==> src/rtl/uart_if.sv <==
// uart_if: groups the UART transmit/receive handshake and serial lines.
interface uart_if #(
   parameter int DATA_BITS = 8
);
   logic [DATA_BITS-1:0] tx_data;
   logic                 tx_start;
   logic                 tx;
   logic                 tx_busy;
   logic                 tx_done;
   logic                 rx;
   logic [DATA_BITS-1:0] rx_data;
   logic                 rx_valid;
   logic                 rx_parity_err;
   logic                 rx_frame_err;
   modport master (
      output tx_data, tx_start, rx,
      input  tx, tx_busy, tx_done, rx_data, rx_valid, rx_parity_err, rx_frame_err
   );
   modport slave (
      input  tx_data, tx_start, rx,
      output tx, tx_busy, tx_done, rx_data, rx_valid, rx_parity_err, rx_frame_err
   );
endinterface

==> src/rtl/uart_param_core.sv <==
// uart_param_core: parameterised UART transmitter and oversampling receiver
// sharing one free-running baud tick; TX and RX otherwise independent.
module uart_param_core #(
   parameter int CLK_FREQ   = 1000000,
   parameter int BAUD_RATE  = 9600,
   parameter int DATA_BITS  = 8,
   parameter int PARITY     = 1,
   parameter int STOP_BITS  = 1,
   parameter int OVERSAMPLE = 16
) (
   input logic   clk,
   input logic   rst,
   uart_if.slave u
);
   localparam int DIV = CLK_FREQ / (BAUD_RATE * OVERSAMPLE);
   localparam int DW  = DIV > 1 ? $clog2(DIV) : 1;
   localparam int OW  = $clog2(OVERSAMPLE);
   localparam logic [DW-1:0] DIV_LAST  = DW'(DIV - 1);
   localparam logic [OW-1:0] OS_LAST   = OW'(OVERSAMPLE - 1);
   localparam logic [OW-1:0] OS_MID    = OW'(OVERSAMPLE / 2 - 1);
   localparam logic [2:0]    DATA_LAST = 3'(DATA_BITS - 1);
   localparam logic [2:0]    STOP_LAST = 3'(STOP_BITS - 1);
   localparam logic [2:0] S_IDLE  = 3'd0;
   localparam logic [2:0] S_START = 3'd1;
   localparam logic [2:0] S_DATA  = 3'd2;
   localparam logic [2:0] S_PAR   = 3'd3;
   localparam logic [2:0] S_STOP  = 3'd4;
   localparam logic [2:0] S_WAIT  = 3'd5;

   logic [DW-1:0]        div_q, div_d;
   logic                 tick;
   logic [2:0]           tx_st_q, tx_st_d, tx_bit_q, tx_bit_d;
   logic [OW-1:0]        tx_os_q, tx_os_d;
   logic [DATA_BITS-1:0] tx_sh_q, tx_sh_d;
   logic                 tx_par_q, tx_par_d, tx_line_q, tx_line_d, tx_done_q, tx_done_d;
   logic                 tx_end;
   logic                 rx_s1_q, rx_s1_d, rx_s2_q, rx_s2_d, rx_s3_q, rx_s3_d;
   logic [2:0]           rx_st_q, rx_st_d, rx_bit_q, rx_bit_d;
   logic [OW-1:0]        rx_os_q, rx_os_d;
   logic [DATA_BITS-1:0] rx_sh_q, rx_sh_d, rx_data_q, rx_data_d;
   logic                 rx_pb_q, rx_pb_d, rx_perr_q, rx_perr_d, rx_ferr_q, rx_ferr_d;
   logic                 rx_valid_q, rx_valid_d;
   logic                 rx_smp;

   always_comb begin
      tick  = div_q == DIV_LAST;
      div_d = tick ? '0 : div_q + 1'b1;
   end

   always_comb begin
      tx_st_d   = tx_st_q;
      tx_os_d   = tx_os_q;
      tx_bit_d  = tx_bit_q;
      tx_sh_d   = tx_sh_q;
      tx_par_d  = tx_par_q;
      tx_done_d = 1'b0;
      tx_end    = tick && tx_os_q == OS_LAST;
      if (tx_st_q == S_IDLE) begin
         if (u.tx_start) begin
            tx_st_d  = S_START;
            tx_os_d  = '0;
            tx_bit_d = '0;
            tx_sh_d  = u.tx_data;
            tx_par_d = ^u.tx_data ^ (PARITY == 1);
         end
      end else if (tick) begin
         tx_os_d = tx_end ? '0 : tx_os_q + 1'b1;
         if (tx_end) begin
            if (tx_st_q == S_START) begin
               tx_st_d = S_DATA;
            end else if (tx_st_q == S_DATA) begin
               tx_sh_d  = tx_sh_q >> 1;
               tx_bit_d = tx_bit_q == DATA_LAST ? 3'd0 : tx_bit_q + 1'b1;
               tx_st_d  = tx_bit_q != DATA_LAST ? S_DATA : PARITY == 0 ? S_STOP : S_PAR;
            end else if (tx_st_q == S_PAR) begin
               tx_st_d = S_STOP;
            end else begin
               tx_bit_d  = tx_bit_q == STOP_LAST ? 3'd0 : tx_bit_q + 1'b1;
               tx_st_d   = tx_bit_q == STOP_LAST ? S_IDLE : S_STOP;
               tx_done_d = tx_bit_q == STOP_LAST;
            end
         end
      end
      // line level is registered from the next state so tx never glitches
      tx_line_d = tx_st_d == S_START ? 1'b0 : tx_st_d == S_DATA ? tx_sh_d[0] :
                  tx_st_d == S_PAR ? tx_par_d : 1'b1;
   end

   always_comb begin
      {rx_s3_d, rx_s2_d, rx_s1_d} = {rx_s2_q, rx_s1_q, u.rx};
      rx_st_d    = rx_st_q;
      rx_os_d    = rx_os_q;
      rx_bit_d   = rx_bit_q;
      rx_sh_d    = rx_sh_q;
      rx_pb_d    = rx_pb_q;
      rx_data_d  = rx_data_q;
      rx_perr_d  = rx_perr_q;
      rx_ferr_d  = rx_ferr_q;
      rx_valid_d = 1'b0;
      rx_smp     = tick && rx_os_q == (rx_st_q == S_START ? OS_MID : OS_LAST);
      if (rx_st_q == S_IDLE) begin
         if (rx_s3_q && !rx_s2_q) begin
            rx_st_d  = S_START;
            rx_os_d  = '0;
            rx_bit_d = '0;
         end
      end else if (rx_st_q == S_WAIT) begin
         rx_st_d = rx_s2_q ? S_IDLE : S_WAIT;
      end else if (tick) begin
         rx_os_d = rx_smp ? '0 : rx_os_q + 1'b1;
         if (rx_smp) begin
            if (rx_st_q == S_START) begin
               rx_st_d = rx_s2_q ? S_IDLE : S_DATA;
            end else if (rx_st_q == S_DATA) begin
               rx_sh_d  = {rx_s2_q, rx_sh_q[DATA_BITS-1:1]};
               rx_bit_d = rx_bit_q == DATA_LAST ? 3'd0 : rx_bit_q + 1'b1;
               rx_st_d  = rx_bit_q != DATA_LAST ? S_DATA : PARITY == 0 ? S_STOP : S_PAR;
            end else if (rx_st_q == S_PAR) begin
               rx_pb_d = rx_s2_q;
               rx_st_d = S_STOP;
            end else begin
               rx_data_d  = rx_sh_q;
               rx_perr_d  = PARITY == 0 ? 1'b0 : ^rx_sh_q ^ rx_pb_q ^ (PARITY == 1);
               rx_ferr_d  = !rx_s2_q;
               rx_valid_d = 1'b1;
               rx_st_d    = rx_s2_q ? S_IDLE : S_WAIT;
            end
         end
      end
   end

   always_ff @(posedge clk or posedge rst) begin
      if (rst) begin
         div_q      <= '0;
         tx_st_q    <= S_IDLE;
         tx_os_q    <= '0;
         tx_bit_q   <= '0;
         tx_sh_q    <= '0;
         tx_par_q   <= 1'b0;
         tx_line_q  <= 1'b1;
         tx_done_q  <= 1'b0;
         rx_s1_q    <= 1'b1;
         rx_s2_q    <= 1'b1;
         rx_s3_q    <= 1'b1;
         rx_st_q    <= S_IDLE;
         rx_os_q    <= '0;
         rx_bit_q   <= '0;
         rx_sh_q    <= '0;
         rx_pb_q    <= 1'b0;
         rx_data_q  <= '0;
         rx_perr_q  <= 1'b0;
         rx_ferr_q  <= 1'b0;
         rx_valid_q <= 1'b0;
      end else begin
         div_q      <= div_d;
         tx_st_q    <= tx_st_d;
         tx_os_q    <= tx_os_d;
         tx_bit_q   <= tx_bit_d;
         tx_sh_q    <= tx_sh_d;
         tx_par_q   <= tx_par_d;
         tx_line_q  <= tx_line_d;
         tx_done_q  <= tx_done_d;
         rx_s1_q    <= rx_s1_d;
         rx_s2_q    <= rx_s2_d;
         rx_s3_q    <= rx_s3_d;
         rx_st_q    <= rx_st_d;
         rx_os_q    <= rx_os_d;
         rx_bit_q   <= rx_bit_d;
         rx_sh_q    <= rx_sh_d;
         rx_pb_q    <= rx_pb_d;
         rx_data_q  <= rx_data_d;
         rx_perr_q  <= rx_perr_d;
         rx_ferr_q  <= rx_ferr_d;
         rx_valid_q <= rx_valid_d;
      end
   end

   assign u.tx            = tx_line_q;
   assign u.tx_busy       = tx_st_q != S_IDLE;
   assign u.tx_done       = tx_done_q;
   assign u.rx_data       = rx_data_q;
   assign u.rx_valid      = rx_valid_q;
   assign u.rx_parity_err = rx_perr_q;
   assign u.rx_frame_err  = rx_ferr_q;
endmodule

==> src/flat_wrapper.sv <==
// flat-port wrapper written by rule: the top's interface ports become plain ports
module uart_param_core_flat 
#(
   parameter int CLK_FREQ   = 1000000,
   parameter int BAUD_RATE  = 9600,
   parameter int DATA_BITS  = 8,
   parameter int PARITY     = 1,
   parameter int STOP_BITS  = 1,
   parameter int OVERSAMPLE = 16
)
  (clk, rst, u_tx_data, u_tx_start, u_rx, u_tx, u_tx_busy, u_tx_done, u_rx_data, u_rx_valid, u_rx_parity_err, u_rx_frame_err);
  uart_if #(.DATA_BITS(DATA_BITS)) u_i ();
  input logic clk;
  input logic rst;
  input wire logic [$bits(u_i.tx_data)-1:0] u_tx_data;
  input wire logic [$bits(u_i.tx_start)-1:0] u_tx_start;
  input wire logic [$bits(u_i.rx)-1:0] u_rx;
  output wire logic [$bits(u_i.tx)-1:0] u_tx;
  output wire logic [$bits(u_i.tx_busy)-1:0] u_tx_busy;
  output wire logic [$bits(u_i.tx_done)-1:0] u_tx_done;
  output wire logic [$bits(u_i.rx_data)-1:0] u_rx_data;
  output wire logic [$bits(u_i.rx_valid)-1:0] u_rx_valid;
  output wire logic [$bits(u_i.rx_parity_err)-1:0] u_rx_parity_err;
  output wire logic [$bits(u_i.rx_frame_err)-1:0] u_rx_frame_err;
  assign u_i.tx_data = u_tx_data;
  assign u_i.tx_start = u_tx_start;
  assign u_i.rx = u_rx;
  assign u_tx = u_i.tx;
  assign u_tx_busy = u_i.tx_busy;
  assign u_tx_done = u_i.tx_done;
  assign u_rx_data = u_i.rx_data;
  assign u_rx_valid = u_i.rx_valid;
  assign u_rx_parity_err = u_i.rx_parity_err;
  assign u_rx_frame_err = u_i.rx_frame_err;
  uart_param_core #(.CLK_FREQ(CLK_FREQ), .BAUD_RATE(BAUD_RATE), .DATA_BITS(DATA_BITS), .PARITY(PARITY), .STOP_BITS(STOP_BITS), .OVERSAMPLE(OVERSAMPLE)) u_core (.clk(clk), .rst(rst), .u(u_i));
endmodule
==> config.mk <==
export PLATFORM = sky130hd
export DESIGN_NAME = uart_param_core_flat
export DESIGN_NICKNAME = d
export VERILOG_FILES = /design/src/rtl/uart_if.sv /design/src/rtl/uart_param_core.sv /design/src/flat_wrapper.sv
export SDC_FILE = /design/constraint.sdc
export NUM_CORES = 1
export LEC_CHECK = 0
export BUFFER_PORTS_ARGS = -buffer_cell sky130_fd_sc_hd__clkbuf_2
export CORE_MARGIN = 10
export CORE_UTILIZATION = 35
export CTS_BUF_LIST = sky130_fd_sc_hd__clkbuf_16
export CTS_CLUSTER_SIZE = 24
export DETAILED_ROUTE_END_ITERATION = 8
export PLACE_DENSITY = 0.56
export SLEW_MARGIN = 10
export SYNTH_ARGS = -nofsm -noshare
export SYNTH_HDL_FRONTEND = slang
export SYNTH_SLANG_ARGS = --single-unit
==> constraint.sdc <==
create_clock -name clk -period 1.73 [get_ports clk]
set_input_delay 0.173 -clock clk [delete_from_list [all_inputs] [get_ports clk]]
set_output_delay 0.173 -clock clk [all_outputs]
set_load 0.1 [all_outputs]
Word level (Yosys, flattened, before mapping)
Index checks and enable logic that the tools add are counted.

word-level totals
  output and inout port bits = 14
  register bits = 57
  memories = 0
  bits in latches = 0
  memory bits (read-only) = 0
  memory bits (writable) = 0

cells by class
  reductions and logical operators = 27
  magnitude comparators = 0
  shift-type cells = 0
  divide/modulo/power cells = 0
  equality and inequality tests = 23
  multiply operators = 0
  bitwise operators = 8
  muxes and demuxes = 72
  $add $sub $neg = 5

operators with widths
  cell                                                    count
  two-way mux 3 bit                                       35
  two-way mux 8 bit                                       6
  two-way mux 4 bit                                       10
  two-way mux 1 bit                                       20
  == test 3 x 2 -> 1 bit (second input constant)          6
  XOR reduction 8 bit                                     2
  AND reduction 7 bit                                     2
  == test 3 bit (second input constant)                   4
  AND reduction 6 bit                                     2
  nonzero test 2 bit                                      6
  AND reduction 5 bit                                     2
  adder 3 x 1 -> 3 bit (second input constant)            3
  == test 3 x 1 -> 1 bit (second input constant)          3
  zero test 3 bit                                         3
  nonzero test 3 bit                                      3
  adder 4 x 1 -> 4 bit (second input constant)            2
  NOT 1 bit                                               7
  inequality test 2 bit (second input constant)           3
  inequality test 3 bit (second input constant)           2
  AND reduction 3 bit                                     2
  == test 4 bit                                           1
  == test 4 bit (second input constant)                   1
  inequality test 2 x 1 -> 1 bit (second input constant)  2
  logical AND 1 bit                                       3
  5 further kinds                                         5

Longest topological paths before layout
Gate-level depths: netlist (run 1).

  depth after elaboration = 12
  depth in mapped cells = 8
  mapped depth without buffers = 7

Worst setup path before layout (run 1)
OpenSTA, ideal clock, no wires.

  kind = reg2reg
  from = register u_core.div_q[1]
  to = register u_core.rx_data_q[0] (netlist: u_core.u.rx_data[0])
  stages on the path, launching flop included = 7
  slack = -0.064 ns
  clock period less this slack = 1.794 ns
  arrival = 1.668 ns
  cell sequence = dfrtp_1 -> and3b_1 -> buf_6 -> nand3_4 -> nor4bb_4 -> buf_6 -> mux2_4

on the way
  cells in the longest elaborated chain, start to end = 3

ends and longest elaborated chain
  element                                   line                    source
  start: declaration                        uart_param_core.sv:30   logic [DW-1:0] div_q, div_d;
  start signal: assignment                  uart_param_core.sv:155  div_q <= div_d;
  == test 3 bit (*)                         uart_param_core.sv:46   tick = div_q == DIV_LAST;
  logical AND 1 bit                         uart_param_core.sv:100  rx_smp = tick && rx_os_q == (rx_st_q == S_START ? OS_MID : OS_LAST);
  AND reduction 7 bit (no source line) (*)  -
  end signal: assignment                    uart_param_core.sv:171  rx_data_q <= rx_data_d;
  end: declaration                          uart_param_core.sv:40   logic [DATA_BITS-1:0] rx_sh_q, rx_sh_d, rx_data_q, rx_data_d;

Mark *: on every way between the ends. The rest lies on a longest branch, timed or not.
A chain may end at the register's enable or synchronous reset.

Worst setup path after layout (run 1)
  from = register u_core.div_q[1]
  to = register u_core.rx_data_q[4] (netlist: u_core.u.rx_data[4])

Same word-level chain as after synthesis.

==> results.txt, run 1 <==
----------------------------------------------------
[Power and ir drop]
  Switching power as a share of total power ... 0.295
  Internal ... 3.08 mW
  Total power of the final layout ... 4.37 mW
  Part of the power in the clock network ... 0.377
  Proportion of power drawn by combinational gates ... 0.225
  Register share of total power ... 0.398
  Power density of the placed cells ... 1150 nW/um^2
  NetSw ... 1.29 mW
  Largest vdd supply drop ... 0.000750 V
  Pleak ... 1.83 nW

[Routing]
  Remaining antenna violation count ... 0
  Wire length after detailed routing ... 6070 microns
  Detailed-route vias per instance ... 4.95
  DRC ... 0
  First-pass DRT Iterations ... 4
  Number of DRC markers in iteration 0 ... 59
  Routed length per instance ... 13.7 microns
  Total via count after detailed routing ... 2186

[Clocking]
  TritonCTS clock tree ... done
  Cell chosen for the clock root ... sky130_fd_sc_hd__clkbuf_16
  Clk slew on worst S/H paths ... 0.05 ns
  Clock sink count ... 57
  Num CTS Buffers ... 9
  Htree depth ... 3
  Number of buffers on the longest clock path ... 2
  Clock Latency Late Sink ... 0.32 ns

[STA]
  Hold Fails Final Rpt ... 0
  Post-route setup slack ... -0.000191 ns
  Clock skew ... 0.00280 ns
  Setup Viol. Count Final ... 1
  Upper clock frequency limit ... 578 MHz
  Number of slew-limit violations in the final report ... 0
  Setup repair after global routing missed its margin ... yes
  Final critical delay including setup and external delays ... 1.73 ns
  Post-route fraction of the period consumed by the critical path ... 1.00
  Max-slew headroom at the worst pin ... 0.633
  Transition at the pin with the smallest max-transition slack ... 0.554 ns
  Setup total negative slack ... -0.000191 ns
  Hold_ws ... 0.0912 ns

[Synthesis]
  Total nets after synthesis ... 282
  Post-synth top area cell ... sky130_fd_sc_hd__dfrtp_1
  Mean post-synth cell area ... 11.0 sq um
  Register bit total from synthesis ... 57
  Sequential area share after synthesis ... 0.495
  Post-synth EDFFs ... 0
  Synth area leaders ... sky130_fd_sc_hd__dfrtp_1 (46%), sky130_fd_sc_hd__mux2_2 (4.7%), sky130_fd_sc_hd__nand2_1 (4.5%), sky130_fd_sc_hd__xnor2_1 (3.9%), sky130_fd_sc_hd__dfstp_2 (3.6%)
  Post-synthesis cell type count ... 53
  Area of the mapped netlist ... 2890 sq um
  Dominant synthesized flop cell ... sky130_fd_sc_hd__dfrtp_1
  Yosys top cell area share ... 0.459
  Gate count of the mapped netlist ... 263
  Share of async-settable or async-resettable flops after synthesis ... 1.00
  Synth Warn # ... 0

[Final layout]
  Fraction of final layout cells sized beyond drive strength 1 ... 0.362
  Most used cells in the layout excluding fill and tap cells ... sky130_fd_sc_hd__dfrtp_1 (53), sky130_fd_sc_hd__buf_4 (36), sky130_fd_sc_hd__nand2_1 (34), sky130_fd_sc_hd__clkbuf_2 (24), sky130_fd_sc_hd__nor2_1 (15)
  Ant. Diodes ... 0
  Commonest non-fill, non-tap cell in the layout ... sky130_fd_sc_hd__dfrtp_1
  Total of fill cells in the finished design ... 745
  Area growth, synth to finish ... 31.5%
  Nets ... 351

[Die]
  Initial Utilization ... 0.355
  Floorplan Core Area ... 8130 sq um
  Die extent in x ... 111 microns
  I/O pins ... 26
  Die area ... 12300 sq um
  Row count ... 33
  Vertical extent of the die ... 111 microns

[Critical path]
  Largest driver fanout on the critical path ... 4
  Critical Path Sink Type ... flop
  Maximum cell stage delay along the critical path ... 0.39 ns
  Cells traversed along the worst timing path ... and3b_2, nand3_4, nor4bb_4, buf_4, mux2_4
  Required time reported for the critical path endpoint ... 1.94 ns
  Critical Setup Path Class ... flop to flop
  Data arrival time of the critical path ... 1.94 ns
  Slowest stage cell on the critical path ... sky130_fd_sc_hd__dfrtp_1
  Sort of element at the start of the critical path ... flop
  Cell family with the largest share of critical-path delay ... simple AND/OR/NAND/NOR gates
  Buffering stage count on the worst path with inverters included ... 1

[GRT]
  Pin count of the biggest net entering global routing ... 28
  Number of antenna violations at the first check in global routing ... 0
  Wire length of the first global-routing pass ... 10600 microns
  Vias in the first global route ... 2314
  Global-route total usage across every layer ... 0.104
  Residual overflow from global routing ... 0

[Min path]
  Hold Path Class ... primary input to flop

[Run status]
  Status ... finished with violations
  Violated checks ... setup timing

[Placement]
  Detailed-placement wirelength estimate ... 4350 microns
  Total of buffers placed on input and output ports ... 25
  Gp weighted congestion ... 0.788

[Job]
  Max capacitance violation total ... 0

----------------------------------------------------
[timing repair]
action	CTS	global route
pin swaps	1	3
hold buffers	2	0
endpoints found under the hold margin	19	0
buffers inserted	3	3
resized for setup	7	13
setup endpoints to repair	13	17
[cell usage after synthesis (all sizes together) (2+ instances only)]
| master | count |
|---|---|
| dfrtp | 53 |
| nand2 | 35 |
| nor2 | 19 |
| mux2 | 18 |
| o21ai | 13 |
| xnor2 | 13 |
| a22o | 10 |
| inv | 10 |
| a22oi | 7 |
| ha | 7 |
| nand3 | 7 |
| clkbuf | 6 |
| a21oi | 4 |
| buf | 4 |
| dfstp | 4 |
| mux2i | 4 |
| or2 | 4 |
| a32o | 3 |
| nor3 | 3 |
| nor3b | 3 |
| xor2 | 3 |
| a21o | 2 |
| a31oi | 2 |
| and2 | 2 |
| nand3b | 2 |
| nor2b | 2 |
| o21a | 2 |
| o221ai | 2 |
| o22ai | 2 |
[registers in the layout (all words and copies together), names as in the netlist, 3 cells and up]
register and count:
u_core.rx_sh_q 8, u_core.tx_sh_q 8, u_core.u.rx_data 8, u_core.rx_os_q 4, u_core.tx_os_q 4, u_core.div_q 3
u_core.rx_bit_q 3, u_core.rx_st_q 3, u_core.tx_bit_q 3, u_core.tx_st_q 3
[metal layers]
layer	global-route usage	wire length, microns	part of all wire	vias to the layer above
met5	0	0	0	-
met4	0.0391	92	0.015	0
met3	0.0427	332	0.055	9
met2	0.168	2980	0.49	43
met1	0.119	2660	0.44	1057
li1	-	-	-	1077
[logic make-up after synthesis]
logic type | share of synthesized area
mux | 0.0918
flops | 0.495
xor+xnor | 0.0485
simple gates | 0.165
fa+ha+maj | 0.0303
buf+inv | 0.0377
compound gates | 0.132
[worst paths after layout]
| kind | startpoint | to | slack, ns | cells past startpoint |
|---|---|---|---|---|
| setup / recovery | u_core.div_q[1] | u_core.u.rx_data[4] | -0.0002 | 5 |
| hold / removal | u_tx_data[7] | u_core.tx_sh_q[7] | 0.09 | 3 |
| setup reg to reg | u_core.div_q[1] | u_core.u.rx_data[4] | -0.0002 | 5 |
| hold reg to reg | u_core.rx_s1_q | u_core.rx_s2_q | 0.36 | 0 |
| max in group asynchronous | rst | u_core.rx_s3_q | 0.72 | 4 |
| min in group asynchronous | rst | u_core.u.rx_data[4] | 0.40 | 3 |
[stage by stage]
| step | utilization | area, sq um | setup slack (ns) | cells |
|---|---|---|---|---|
| floorplan | - | 2900 | -0.0644 | 263 |
| global placement | 0.416 | 3380 | -0.0577 | 418 |
| detailed placement | 0.416 | 3380 | -0.0771 | 418 |
| CTS | 0.458 | 3730 | -0.0476 | 439 |
| global route | 0.467 | 3800 | -0.0957 | 442 |
| finish | 0.467 | 3800 | -0.000191 | 442 |
[area by class of cell]
| class | instances | area (sq um) | share of cell area |
|---|---|---|---|
| Clock buffer | 9 | 225 | 0.0592 |
| Clock inverter | 7 | 52.6 | 0.0138 |
| Inverter | 10 | 37.5 | 0.00987 |
| Multi-Input combinational cell | 186 | 1420 | 0.373 |
| Sequential cell | 57 | 1430 | 0.377 |
| Tap cell | 105 | 131 | 0.0346 |
| Timing Repair Buffer | 68 | 504 | 0.133 |
[worst register-to-register path, delay by kind of cell, from the launching register on]
kind / cells / cell delay (ns)
DFF: 1 / 0.39
muxes: 1 / 0.30
and+or+nand+nor: 3 / 0.72
buffers and inverters: 1 / 0.21
[power groups by stage]
stage | registers [mW] | logic, mW | clock network, mW
CTS | 1.74 | 0.963 | 1.69
floorplan | 1.78 | 0.609 | 0
detailed placement | 1.75 | 0.951 | 0
global route | 1.77 | 1.11 | 1.77
finish | 1.74 | 0.984 | 1.65
global placement | 1.75 | 0.928 | 0
Note: power is estimated with default switching activity, not from simulation.
==> inputs of run 2 (changes only) <==
--- a/config.mk
+++ b/config.mk
@@ -5,13 +5,14 @@
 export SDC_FILE = /design/constraint.sdc
 export NUM_CORES = 1
 export LEC_CHECK = 0
+export ABC_AREA = 1
 export BUFFER_PORTS_ARGS = -buffer_cell sky130_fd_sc_hd__clkbuf_2
 export CORE_MARGIN = 10
 export CORE_UTILIZATION = 35
 export CTS_BUF_LIST = sky130_fd_sc_hd__clkbuf_16
 export CTS_CLUSTER_SIZE = 24
 export DETAILED_ROUTE_END_ITERATION = 8
-export PLACE_DENSITY = 0.56
+export PLACE_DENSITY = 0.55
 export SLEW_MARGIN = 10
 export SYNTH_ARGS = -nofsm -noshare
 export SYNTH_HDL_FRONTEND = slang
==> run 2 against run 1 <==
The run now ends clean; hold slack better by 0.050 ns; area after synthesis up 2.4%; clock skew up 0.0032 ns; worst setup slack better by 0.10 ns; via count up 6.3%; highest routed layer unchanged; critical path depth down 2; flip-flop and latch count unchanged; clock-buffer cell count unchanged; utilization down 2.8 points; routed wire length down 4.5%; global-route usage down 0.29 points; sequential power up 4%.
==> results.txt, run 2 <==
----------------------------------------------------
[Run status]
  Status ... finished, final reports clean

[Critical path]
  Critical Setup Path Class ... flop to output port
  Critical Path Sink Type ... output port
  Maximum cell stage delay along the critical path ... 0.41 ns (+0.02 ns)
  Required time reported for the critical path endpoint ... 1.56 ns (-0.38 ns)
  Worst flop-to-flop path startpoint ... u_core.tx_os_q[0]
  Cells traversed along the worst timing path ... nor2_1, nand2_2, clkbuf_2
  Crit. Startpoint ... u_core.tx_st_q[2]
  Sort of element at the start of the critical path ... flop
  Slowest stage cell on the critical path ... sky130_fd_sc_hd__dfrtp_1
  Largest driver fanout on the critical path ... 4 (unchanged)
  Data arrival time of the critical path ... 1.46 ns (-0.48 ns)

[GRT]
  Global-route total usage across every layer ... 0.101 (-0.00289)
  Wire length of the first global-routing pass ... 10700 microns (+0.20%)
  Vias in the first global route ... 2449 (+5.8%)
  Number of antenna violations at the first check in global routing ... 0 (unchanged)
  Pin count of the biggest net entering global routing ... 58 (+110%)
  Residual overflow from global routing ... 0 (unchanged)

[Placement]
  Detailed-placement wirelength estimate ... 4340 microns (-0.23%)
  Gp weighted congestion ... 0.774 (-1.8%)
  Post-placement worst setup slack ... 0.167 ns (+0.245 ns)
  DP Cell Count ... 492 (+18%)
  Total of buffers placed on input and output ports ... 25 (unchanged)

[Min path]
  Hold Path Class ... primary input to flop
  Beginning of the worst hold path ... u_tx_data[7]

[Clocking]
  Number of buffers on the longest clock path ... 2 (unchanged)
  Clk slew on worst S/H paths ... 0.05 ns (about the same)
  Clock Latency Late Sink ... 0.32 ns (about the same)
  Clock sink count ... 57 (unchanged)
  Htree depth ... 3 (unchanged)
  Cell chosen for the clock root ... sky130_fd_sc_hd__clkbuf_16
  TritonCTS clock tree ... done
  Post-CTS setup repair buffer count ... 0 (-3)
  Num CTS Buffers ... 9 (unchanged)

[Power and ir drop]
  Pleak ... 1.90 nW (+4.2%)
  Part of the power in the clock network ... 0.370 (-0.007)
  Switching power as a share of total power ... 0.324 (+0.0284)
  Proportion of power drawn by combinational gates ... 0.264 (+0.039)
  Internal ... 3.34 mW (+8.5%)
  Total power of the final layout ... 4.94 mW (+13%)
  NetSw ... 1.60 mW (+24%)
  Register share of total power ... 0.366 (-0.032)
  Power density of the placed cells ... 1370 nW/um^2 (+19%)
  Largest vdd supply drop ... 0.000411 V (-45%)

[Die]
  Row count ... 33 (unchanged)
  Die area ... 12500 sq um (+2.0%)
  Floorplan Core Area ... 8220 sq um (+1.0%)
  I/O pins ... 26 (unchanged)
  Initial Utilization ... 0.360 (+0.00496)
  Die extent in x ... 112 microns (+0.98%)
  Vertical extent of the die ... 112 microns (+0.98%)

[Final layout]
  Commonest non-fill, non-tap cell in the layout ... sky130_fd_sc_hd__nand2_1
  Ant. Diodes ... 0 (unchanged)
  Non-Filler Instances ... 510 (+15%)
  Most used cells in the layout excluding fill and tap cells ... sky130_fd_sc_hd__nand2_1 (96), sky130_fd_sc_hd__inv_1 (60), sky130_fd_sc_hd__dfrtp_1 (53), sky130_fd_sc_hd__clkbuf_2 (25)
  Fraction of final layout cells sized beyond drive strength 1 ... 0.210 (-0.152)
  Area growth, synth to finish ... 22.1%
  Nets ... 419 (+19%)

[Synthesis]
  Dominant synthesized flop cell ... sky130_fd_sc_hd__dfrtp_1
  Gate count of the mapped netlist ... 356 (+35%)
  Synth area leaders ... sky130_fd_sc_hd__dfrtp_1 (45%), sky130_fd_sc_hd__nand2_1 (12%), sky130_fd_sc_hd__inv_1 (7.6%), sky130_fd_sc_hd__nand3_1 (4.1%), sky130_fd_sc_hd__o21ai_0 (4.1%)
  Library cell with the highest instance count after synthesis ... sky130_fd_sc_hd__nand2_1
  Post-synth top area cell ... sky130_fd_sc_hd__dfrtp_1
  Post-synthesis cell type count ... 37 (-30%)
  Post-synth EDFFs ... 0 (unchanged)
  Yosys top cell area share ... 0.448 (-0.0109)
  Total nets after synthesis ... 375 (+33%)
  Area of the mapped netlist ... 2960 sq um (+2.4%)
  Sequential area share after synthesis ... 0.484 (-0.0117)
  Share of async-settable or async-resettable flops after synthesis ... 1.00 (unchanged)
  Synth Warn # ... 0 (unchanged)
  Mean post-synth cell area ... 8.32 sq um (-24%)
  Top cell types by occurrence after synthesis ... sky130_fd_sc_hd__nand2_1 (98), sky130_fd_sc_hd__inv_1 (60), sky130_fd_sc_hd__dfrtp_1 (53)
  Register bit total from synthesis ... 57 (unchanged)

[STA]
  Clock skew ... 0.00601 ns (+0.00321 ns)
  Upper clock frequency limit ... 613 MHz (+6.1%)
  Setup total negative slack ... 0 ns (+0.000191 ns)
  Final critical delay including setup and external delays ... 1.63 ns (-0.0998 ns)
  Setup repair after global routing missed its margin ... no
  Hold_ws ... 0.141 ns (+0.0500 ns)
  Setup Viol. Count Final ... 0 (-1)
  Hold Fails Final Rpt ... 0 (unchanged)
  Max-slew headroom at the worst pin ... 0.637 (+0.00417)
  Post-route setup slack ... 0.0996 ns (+0.0998 ns)
  Transition at the pin with the smallest max-transition slack ... 0.547 ns (-0.00628 ns)
  Number of slew-limit violations in the final report ... 0 (unchanged)
  Post-route fraction of the period consumed by the critical path ... 0.942 (-0.0577)

[Routing]
  Total via count after detailed routing ... 2323 (+6.3%)
  Remaining antenna violation count ... 0 (unchanged)
  Detailed-route vias per instance ... 4.55 (-7.9%)
  Number of DRC markers in iteration 0 ... 115 (+95%)
  Wire length after detailed routing ... 5800 microns (-4.5%)
  First-pass DRT Iterations ... 5 (+1)
  Routed length per instance ... 11.4 microns (-17%)
  DRC ... 0 (unchanged)

[Job]
  Max capacitance violation total ... 0 (unchanged)

----------------------------------------------------
-- run 2: area by class of cell --
| type | instances | area [sq um] |
|---|---|---|
| Sequential cell | 57 | 1430 |
| Timing Repair Buffer | 36 | 225 |
| Fill cell | 811 | 4600 |
| Inverter | 62 | 233 |
| Multi-Input combinational cell | 234 | 1280 |
| Tap cell | 105 | 131 |
| Clock inverter | 7 | 86.3 |
| Clock buffer | 9 | 225 |
-- run 2: what timing repair did --
| item | 4_1_cts | 5_1_grt |
|---|---|---|
| hold endpoints to repair | 54 | 0 |
| hold buffers | 2 | 0 |
| resized for setup | 0 | 1 |
| endpoints found under the setup margin | 0 | 2 |
-- run 2: cells by family after synthesis --
group           Yosys count  synth area share
flops                    57             0.484
buf+inv                  65            0.0854
simple gates            166             0.262
compound gates           52             0.110
fa+ha+maj                 7            0.0296
xor+xnor                  9            0.0292
-- run 2: worst paths after layout --
path / to / slack (ns) / cells past startpoint
worst max-delay path: u_tx_busy / 0.1 / 3
worst min-delay path: u_core.tx_sh_q[7] / 0.14 / 3
worst max register to register: u_core.tx_sh_q[5] / 0.16 / 8
worst min register to register: u_core.rx_s2_q / 0.36 / 0
max in group asynchronous: u_core.rx_s2_q / 0.99 / 4
min in group asynchronous: u_core.u.rx_data[3] / 0.44 / 4
-- run 2: metal layers --
layer,vias up,global-route usage,share of wire
met5,-,0,0
met4,0,0.0550,0.019
met3,10,0.0279,0.041
met2,31,0.172,0.48
met1,1058,0.111,0.46
li1,1224,-,-
-- run 2: power by group through the flow --
stage	clock [mW]	combinational [mW]	sequential [mW]
after floorplan	0	1.01	1.81
after global placement	0	1.29	1.82
after detailed placement	0	1.31	1.83
after CTS	1.88	1.32	1.81
after global routing	1.93	1.52	1.85
final	1.83	1.31	1.81
-- run 2: worst max-delay path, delay by kind of cell, from the launching register on --
| family | cells | cell delay (ns) |
|---|---|---|
| DFF | 1 | 0.41 |
| and+or+nand+nor | 2 | 0.33 |
| buffers and inverters | 1 | 0.39 |
-- run 2: through the flow --
| stage | area (sq um) | utilization |
|---|---|---|
| floorplan | 2960 | - |
| global placement | 3280 | 0.399 |
| detailed placement | 3280 | 0.399 |
| CTS | 3610 | 0.439 |
| global route | 3610 | 0.440 |
| finish | 3610 | 0.440 |
